<file path="src/rtl/config_scan_loader.sv">
// config_scan_loader: serialises bitstream words LSB-first onto a configuration scan chain.
// Optional feature macro CFG_READBACK_EN: recirculating readback with CRC-16 compare.
module config_scan_loader #(
    parameter int CHAIN_LEN = 32,
    parameter int WORD_W    = 8
) (
    input  logic              clk,
    input  logic              rst_n,
    input  logic              start,
    input  logic              abort,
    input  logic [WORD_W-1:0] cfg_data,
    input  logic              cfg_valid,
    output logic              cfg_ready,
    output logic              chain_si,
    output logic              scan_en,
    input  logic              chain_so,
    output logic              busy,
    output logic              done,
    output logic              error
);
    localparam int NWORDS    = (CHAIN_LEN + WORD_W - 1) / WORD_W;
    localparam int LAST_BITS = CHAIN_LEN - (NWORDS - 1) * WORD_W;
    localparam int CW        = $clog2(CHAIN_LEN + WORD_W + 1);
    localparam logic [CW-1:0] WORD_END  = CW'(WORD_W - 1);
    localparam logic [CW-1:0] LAST_END  = CW'(LAST_BITS - 1);
    localparam logic [CW-1:0] LAST_WORD = CW'(NWORDS - 1);

`ifdef CFG_READBACK_EN
    typedef enum logic [2:0] {IDLE, FETCH, SHIFT, READBACK, DONE} state_t;
    localparam state_t LOAD_END = READBACK;
    localparam logic [CW-1:0] CHAIN_END = CW'(CHAIN_LEN - 1);
`else
    typedef enum logic [1:0] {IDLE, FETCH, SHIFT, DONE} state_t;
    localparam state_t LOAD_END = DONE;
`endif

    state_t            state, state_nxt;
    logic [WORD_W-1:0] sr;
    logic [CW-1:0]     cnt, wcnt;
    logic              take, launch, word_last, bit_last;

    assign launch    = state == IDLE && start && !abort;
    assign take      = state == FETCH && cfg_valid && !abort;
    assign word_last = wcnt == LAST_WORD;
    // the final word may be partial: only its low LAST_BITS bits go out
    assign bit_last  = cnt == (word_last ? LAST_END : WORD_END);

`ifdef CFG_READBACK_EN
    logic [15:0] crc_tx, crc_rx, crc_rx_nxt;
    logic        rb_ok;

    function automatic logic [15:0] crc_step(input logic [15:0] c, input logic b);
        return {c[14:0], 1'b0} ^ ((c[15] ^ b) ? 16'h1021 : 16'h0000);
    endfunction

    assign crc_rx_nxt = crc_step(crc_rx, chain_so);
    assign rb_ok      = crc_rx_nxt == crc_tx;

    // CRC over driven bits, CRC over returned bits, and the sticky mismatch flag
    always_ff @(posedge clk or negedge rst_n) begin
        if (!rst_n) begin
            crc_tx <= '1;
            crc_rx <= '1;
            error  <= 1'b0;
        end else if (launch) begin
            crc_tx <= '1;
            crc_rx <= '1;
            error  <= 1'b0;
        end else begin
            if (state == SHIFT) crc_tx <= crc_step(crc_tx, sr[0]);
            if (state == READBACK) crc_rx <= crc_rx_nxt;
            if (state == READBACK && cnt == CHAIN_END && !abort && !rb_ok) error <= 1'b1;
        end
    end
`else
    logic unused_so;
    assign unused_so = chain_so;
    assign error     = 1'b0;
`endif

    // state register
    always_ff @(posedge clk or negedge rst_n) begin
        if (!rst_n) state <= IDLE;
        else state <= state_nxt;
    end

    // word buffer and bit/word counters
    always_ff @(posedge clk or negedge rst_n) begin
        if (!rst_n) begin
            sr   <= '0;
            cnt  <= '0;
            wcnt <= '0;
        end else if (launch) begin
            cnt  <= '0;
            wcnt <= '0;
        end else if (take) begin
            sr <= cfg_data;
        end else if (state == SHIFT) begin
            sr  <= sr >> 1;
            cnt <= bit_last ? '0 : cnt + 1'b1;
            if (bit_last) wcnt <= wcnt + 1'b1;
        end
`ifdef CFG_READBACK_EN
        else if (state == READBACK) begin
            cnt <= cnt + 1'b1;
        end
`endif
    end

    // next state and Moore outputs; abort overrides every transition
    always_comb begin
        state_nxt = state;
        cfg_ready = 1'b0;
        scan_en   = 1'b0;
        chain_si  = 1'b0;
        done      = 1'b0;
        busy      = state != IDLE;
        case (state)
            IDLE:  state_nxt = start ? FETCH : IDLE;
            FETCH: begin
                cfg_ready = 1'b1;
                state_nxt = cfg_valid ? SHIFT : FETCH;
            end
            SHIFT: begin
                scan_en   = 1'b1;
                chain_si  = sr[0];
                state_nxt = !bit_last ? SHIFT : !word_last ? FETCH : LOAD_END;
            end
`ifdef CFG_READBACK_EN
            READBACK: begin
                scan_en   = 1'b1;
                chain_si  = chain_so;
                state_nxt = cnt != CHAIN_END ? READBACK : rb_ok ? DONE : IDLE;
            end
`endif
            default: begin
                done      = 1'b1;
                state_nxt = IDLE;
            end
        endcase
        if (abort) state_nxt = IDLE;
    end
endmodule

</file>
<file path="config.mk">
export PLATFORM = sky130hd
export DESIGN_NAME = config_scan_loader
export DESIGN_NICKNAME = d
export VERILOG_FILES = /design/src/rtl/config_scan_loader.sv
export SDC_FILE = /design/constraint.sdc
export NUM_CORES = 1
export LEC_CHECK = 0
export CAP_MARGIN = 10
export CORE_MARGIN = 5
export CORE_UTILIZATION = 51
export CTS_CLUSTER_SIZE = 24
export DETAILED_ROUTE_END_ITERATION = 10
export PLACE_DENSITY = 0.73
export SLEW_MARGIN = 40
export SYNTH_ARGS = -nofsm -noshare
export SYNTH_HDL_FRONTEND = slang
export SYNTH_SLANG_ARGS = --single-unit
</file>
<file path="constraint.sdc">
create_clock -name clk -period 1.83 [get_ports clk]
set_input_delay 0.183 -clock clk [delete_from_list [all_inputs] [get_ports clk]]
set_output_delay 0.183 -clock clk [all_outputs]
set_load 0.1 [all_outputs]
</file>
After elaboration in Yosys (flattened, before gate mapping)
Index checks and enable logic that the tools add are counted.
{"block": "classes", "add_sub_neg": 2, "eq_ne": 5, "n_mux": 20, "n_bitwise": 1, "n_reduce_logical": 14}
{"op": "$mux W6", "n": 8}
{"op": "$mux W8", "n": 2}
{"op": "$add A6 B1 Y6 const B", "n": 2}
{"op": "$mux W2", "n": 4}
{"op": "$reduce_bool A2 Y1", "n": 4}
{"op": "$eq A6 B2 Y1 const B", "n": 1}
{"op": "$eq A6 B3 Y1 const B", "n": 1}
{"op": "$pmux W2 S3", "n": 1}
{"op": "$mux W1", "n": 5}
{"op": "$logic_and A1 B1 Y1", "n": 4}
{"op": "$reduce_and A2 Y1", "n": 2}
{"op": "$reduce_and A3 Y1", "n": 1}
{"op": "$reduce_or A3 Y1", "n": 1}
{"op": "$eq A2 B1 Y1 const B", "n": 1}
{"op": "$eq A2 B2 Y1 const B", "n": 1}
{"op": "$logic_not A2 Y1", "n": 1}
{"op": "$ne A2 B1 Y1 const B", "n": 1}
{"op": "$logic_not A1 Y1", "n": 1}
{"op": "$not A1 Y1", "n": 1}
{"block": "word_totals", "regBits": 22, "in_bits": 14, "out_inout_bits": 6, "word_cells": 46}

Depth between registers and ports, before layout
Gate-level depths: netlist (run 1).
{"block": "depth", "depth_word": 5, "depth_mapped": 5, "ltp_nobuf": 4}

Worst setup path after synthesis (run 1)
OpenSTA, ideal clock, no wires.
{"block": "synth_timing", "path_type": "register -> output", "startpoint": "register state[0]", "endpoint": "output chain_si", "arrival_time_ns": 2.214, "required_time_ns": 1.647, "setup_slack_ns": -0.567, "path_stages_with_launch": 5, "n_path_buf": 1, "path_cell_list": "dfrtp_1 > nand2b_1 > buf_2 > inv_1 > and2_1"}
{"block": "synth_via", "elab_chain_len": 2}
{"element": "start: declaration", "line_no": "37", "source": "state_t state, state_nxt;"}
{"element": "start signal: assignment", "line_no": "84", "source": "else state <= state_nxt;"}
{"element": "$eq A2 B2 Y1", "line_no": "118", "source": "case (state)"}
{"element": "$mux W1", "line_no": "118"}
{"element": "end: declaration", "line_no": "14", "source": "output logic chain_si,"}
Every way passes these cells.

Final worst setup path (run 1)
Ends and elaborated chain as after synthesis.

==> out/qor.txt, run 1 <==
Post-DP Area: 1444 sq um
Mapped cell area: 1169 sq um
Die Ht: 57.87 microns
Synth Instances: 121
H-Tree Depth: 1
Initial Util: 0.5334
Port-buffer cells: 17
Die area: 3349 sq um
Setup_tns: 0 ns
Status: completed
Max-slew violation count: 0
Hold crit path type: primary input to async pin
Routability cong.: 0.7374
Worst skew pair latency: 0.30 ns
Largest net degree at the start of global routing: 23
Yosys top cell area share: 0.4711
Final wirelength: 2344 microns
Vias in the first global route: 953
Top-count cell post-synth: dfrtp_1
Clk sinks: 22
PwrDens: 783.4 nW/um^2
Initial DRT Pass Iterations: 4
Finished Cell Area: 1503 sq um
Global-route wire length before repair: 4236 microns
Min setup slack post-route: 0.08807 ns
Synth area leaders: dfrtp_1 (47%), mux2i_1 (8.6%), nand2_1 (5.5%), o21ai_0 (5.1%), a21oi_1 (2.6%)
Via-to-Cell Ratio: 5.506
Most frequent cells after synthesis: dfrtp_1 (22), nand2_1 (17), o21ai_0 (12)
Drt drc: 0
Final Cycle Share: 0.9519
CP max stage cell: dfrtp_2
DP Cell Count: 167
Final nets: 161
Area delta synth->final: 28.59%
Hold Fails Final Rpt: 0
Die width: 57.87 microns
Main synth FF type: dfrtp_1
Antenna diodes: 0
Cell Chain, Critical Path: nand2b_4, buf_4, clkinvlp_4, and2_4, buf_12
Drt initial violations: 18
Number of placement rows: 17
Post-synth EDFFs: 0
Leading area contributor after synthesis: dfrtp_1
Share of layout cells above drive strength 1: 0.2222
Worst-case reg-to-reg path depth: 5
Yosys cell types: 37
CP Capture Type: primary output
Antenna Violating Nets Remaining: 0
Final setup fails: 0
FF+latch count, synth: 22
All-layer global routing usage: 0.1586
Setup Skew: 0.002908 ns
Initial antenna violation count: 0
Max Buffers Root-to-Sink: 2
Critical path's top delay family: buffers and inverters
CP bufs+invs: 3
I/O pin count: 20
Syn Area/Cell: 9.658 sq um
Leak Pwr: 0.6541 nW
TritonCTS buffer count: 3
Via count: 947
Sequential share of the synthesized area: 0.4711
Asr flop ratio synth: 1.000
FMAX: 0.5741 GHz
GRT overflow: 0
Yosys warnings: 0
Maximum vdd drop: 0.0005033 V
WP depth: 5
Worst Path Required: 1.65 ns
Final Instance Count excl. Fillers: 172
Core area: 2191 sq um
Largest fanout on the critical path: 9
Post-CTS Hold Buffers: 0
CTS clk-pin slew, worst paths: 0.12 ns
Hold slack: 0.2191 ns
Unrepaired setup endpoints after global routing: no
Max Cap Viol: 0
Root Driver: clkbuf_4
Max stage delay on crit path: 0.44 ns
Routed len/inst: 13.63 microns
Period minus WS final: 1.742 ns
Synth Net Count: 137
Critical path launch point type: register
Arr. time, crit path: 1.56 ns
Filler cells: 178
HPWL after detailed placement: 1747 microns
Pre-CTS setup slack: 0.03972 ns
CP Class: register to primary output
CTS tree: built
-- metrics by stage --
stage | util | power [mW]
after global routing | 0.6859 | 1.254
after floorplan | - | 0.8155
after detailed placement | 0.6591 | 0.9215
after CTS | 0.6796 | 1.187
final | 0.6859 | 1.177
after global placement | 0.6591 | 0.9103
-- per-layer routing --
layer,vias up,wire length [microns],GRT usage
met3,2,89,0.02450
met2,16,1116,0.2629
li1,467,-,-
met1,462,1111,0.2056
met5,-,0,0
met4,0,26,0.06623
-- power breakdown --
part / leakage [nW] / internal [mW] / switching, mW
combinational: 0.343 / 0.129 / 0.156
sequential: 0.290 / 0.576 / 0.0548
clock: 0.0210 / 0.121 / 0.141
total: 0.654 / 0.825 / 0.352
-- final timing paths --
| check | from | endpoint | slack, ns |
|---|---|---|---|
| worst max-delay path | state[0]$_DFF_PN0_ | chain_si | 0.09 |
| worst min-delay path | rst_n | cnt[3]$_DFFE_PN0P_ | 0.22 |
| worst max register to register | cnt[0]$_DFFE_PN0P_ | wcnt[2]$_DFFE_PN0P_ | 0.13 |
| worst min register to register | cnt[5]$_DFFE_PN0P_ | cnt[5]$_DFFE_PN0P_ | 0.52 |
| max in group asynchronous | rst_n | state[1]$_DFF_PN0_ | 1.38 |
| min in group clk | cfg_data[3] | sr[3]$_DFFE_PN0P_ | 0.43 |
-- state kept, by name, indices dropped and copies added (netlist names) --
register / flops
state: 2
cnt: 6
sr: 8
wcnt: 6
-- cells in the final DEF (no fill, tap or decap), drive strengths merged, types with 2 or more instances in the layout --
cell	n
nand2b	4
o31ai	3
o211ai	2
clkdlybuf4s50	12
or3	2
nand2	17
mux2i	10
o21ai	12
nor3	2
nand3	4
inv	4
and2	2
or2	2
ha	2
buf	14
dfrtp	22
nor2	2
clkbuf	4
nor3b	2
or4b	2
a21oi	7
-- cell type report --
cell class / instances / area [sq um] / share of cell area
Tap cell: 28 / 35.03 / 0.02331
Multi-Input combinational cell: 87 / 580.6 / 0.3863
Clock buffer: 4 / 36.28 / 0.02415
Inverter: 5 / 22.52 / 0.01499
Sequential cell: 22 / 553.0 / 0.3680
Timing Repair Buffer: 26 / 275.3 / 0.1832
-- repair_timing --
item / CTS / global route
endpoints found under the setup margin: 1 / 6
setup buffers: 0 / 1
gates resized for setup: 3 / 2
-- logic make-up after synthesis --
group / synth area share
buffers and inverters: 0.04497
and+or+nand+nor: 0.2281
adders and majority gates: 0.02141
AOI/OAI and AO/OA: 0.1381
xor gates and xnor gates: 0.007496
DFF: 0.4711
other: 0.003209
muxes: 0.08566
(Power assumes the default switching activity.)
==> inputs of run 2 (changes only) <==
- CORE_UTILIZATION: 51 -> 46
- PLACE_DENSITY: 0.73 -> 0.7
- REMOVE_ABC_BUFFERS: not set -> 1
- clock period: 1.83 -> 1.4 ns (I/O delays scaled with it)
==> out/qor.txt, run 2 (synthesized netlist as in run 1, its figures left out) <==
Initial antenna violation count: 0 (unchanged)
Drt drc: 0 (unchanged)
CP Class: register to register
Max-slew violation count: 0 (unchanged)
Status: finished with violations
Worst skew pair latency: 0.30 ns (about the same)
Area delta synth->final: 63.49%
Failing checks: setup timing
Arr. time, crit path: 1.81 ns (+0.25 ns)
Routed len/inst: 16.53 microns (+21%)
Power share of the clock group: 0.205 (-0.018)
Worst-case reg-to-reg path depth: 4 (-1)
Core area: 2455 sq um (+12%)
Port-buffer cells: 17 (unchanged)
FF-to-FF setup slack: -0.17 ns (-0.30 ns)
Initial Util: 0.4760 (-0.05736)
Routability cong.: 0.7276 (-1.3%)
Max FFs per register: 8 (unchanged)
Leak Pwr: 0.8539 nW (+31%)
Maximum vdd drop: 0.0009340 V (+86%)
Int Pwr: 1.179 mW (+43%)
Part of the power in registers: 0.485 (-0.051)
Die area: 3649 sq um (+9.0%)
Via-to-Cell Ratio: 5.602 (+1.7%)
All-layer global routing usage: 0.1925 (+0.03393)
Hold Fails Final Rpt: 0 (unchanged)
Period minus WS final: 1.565 ns
Post-CTS Hold Buffers: 0 (unchanged)
Sw Ratio: 0.3124 (+0.01354)
Largest net degree at the start of global routing: 23 (unchanged)
GRT overflow: 0 (unchanged)
Final setup fails: 17 (+17)
DP Cell Count: 183 (+9.6%)
Share of layout cells above drive strength 1: 0.4699 (+0.2477)
CP Capture Type: register
Worst Path Required: 1.64 ns (about the same)
Die width: 60.41 microns (+4.4%)
H-Tree Depth: 1 (unchanged)
Setup Skew: 0.001714 ns (-0.001193 ns)
CTS tree: built
Initial DRT Pass Iterations: 4 (unchanged)
PwrDens: 897.8 nW/um^2 (+15%)
PnR Total Power: 1.715 mW (+46%)
I/O pin count: 20 (unchanged)
Largest Register: sr
Hold crit path type: primary input to async pin
Layout Utilization: 0.7783 (+0.09239)
Worst setup endpoint: wcnt[0]$_DFFE_PN0P_
Via count: 1098 (+16%)
Hold slack: 0.1778 ns (-0.04138 ns)
Final Cycle Share: 1.118
Clk sinks: 22 (unchanged)
Biggest regs: sr: 8 flops, cnt: 6 flops, wcnt: 6 flops
Reg2reg start: state[0]$_DFF_PN0_
Vias in the first global route: 1115 (+17%)
TritonCTS buffer count: 3 (unchanged)
Final wirelength: 3240 microns (+38%)
P_sw: 0.5359 mW (+52%)
Commonest non-fill, non-tap cell in the layout: dfrtp_1
Drt initial violations: 21 (+3)
Antenna Violating Nets Remaining: 0 (unchanged)
Root Driver: clkbuf_4
Setup_tns: -1.736 ns (-1.736 ns)
CTS clk-pin slew, worst paths: 0.12 ns (about the same)
Final nets: 183 (+14%)
Critical path launch point type: register
Largest fanout on the critical path: 7 (-2)
Reg2reg end: wcnt[0]$_DFFE_PN0P_
Max Buffers Root-to-Sink: 2 (unchanged)
Number of placement rows: 18 (+1)
Die Ht: 60.41 microns (+4.4%)
Critical Path Source: state[0]$_DFF_PN0_
Combinational Power Share: 0.310 (+0.068)
Max Cap Viol: 0 (unchanged)
HPWL after detailed placement: 1976 microns (+13%)
Unrepaired setup endpoints after global routing: yes
Final Instance Count excl. Fillers: 196 (+14%)
Antenna diodes: 0 (unchanged)
Most frequent cells in the layout: dfrtp_1 (20), buf_4 (17), nand2_1 (16), clkdlybuf4s50_1 (12), buf_6 (12)
FMAX: 0.6389 GHz
Min setup slack post-route: -0.1652 ns (-0.2533 ns)
Global-route wire length before repair: 5237 microns (+24%)
==> run 2: stage by stage <==
stage / worst slack [ns] / instance area (sq um)
floorplan: -1.191 / 1135
global placement: -0.1761 / 1558
detailed placement: -0.2330 / 1558
CTS: -0.1826 / 1780
global route: -0.2079 / 1911
finish: -0.1652 / 1911
==> run 2: worst min path at each step <==
stage	from	to	slack, ns	cells after the start
2_1_floorplan	rst_n	cnt[0]$_DFFE_PN0P_	-0.16	0
5_1_grt	rst_n	cnt[4]$_DFFE_PN0P_	0.19	2
3_3_place_gp	rst_n	cnt[2]$_DFFE_PN0P_	0.52	2
6_report	rst_n	cnt[2]$_DFFE_PN0P_	0.18	2
3_5_place_dp	rst_n	cnt[2]$_DFFE_PN0P_	0.52	2
4_1_cts	rst_n	state[1]$_DFF_PN0_	0.18	2
==> run 2: worst max-delay path, stage by stage (launching register included) <==
cell	delay, ns
dfrtp_2	0.46
or3b_4	0.43
buf_6	0.16
or3_4	0.32
a21oi_2	0.13
==> run 2: area by class of cell <==
cell class	count	area (sq um)
Tap cell	30	37.54
Inverter	5	21.27
Fill cell	146	544.3
Timing Repair Buffer	47	503.0
Sequential cell	22	553.0
Multi-Input combinational cell	88	759.5
Clock buffer	4	36.28
==> run 2: power groups by stage <==
stage	Clock, mW	Sequential (mW)	Combinational, mW
6_report	0.351	0.832	0.532
5_1_grt	0.392	0.853	0.571
4_1_cts	0.366	0.824	0.473
3_5_place_dp	0	0.835	0.426
3_3_place_gp	0	0.825	0.411
2_1_floorplan	0	0.815	0.240
==> run 2: per-layer routing <==
layer  vias to the layer above  global-route usage  share of wire
li1                        521                   -              -
met5                         -                   0              0
met3                         6             0.03617          0.050
met2                        30              0.3225           0.51
met1                       541              0.2514           0.42
met4                         0             0.06329          0.012
==> run 2: what timing repair did <==
| item | 4_1_cts | 5_1_grt |
|---|---|---|
| endpoints found under the setup margin | 19 | 27 |
| gates cloned | 0 | 1 |
| hold endpoints to repair | 0 | 0 |
| resized for setup | 31 | 28 |
| setup buffers | 6 | 2 |
| pin swaps | 5 | 11 |
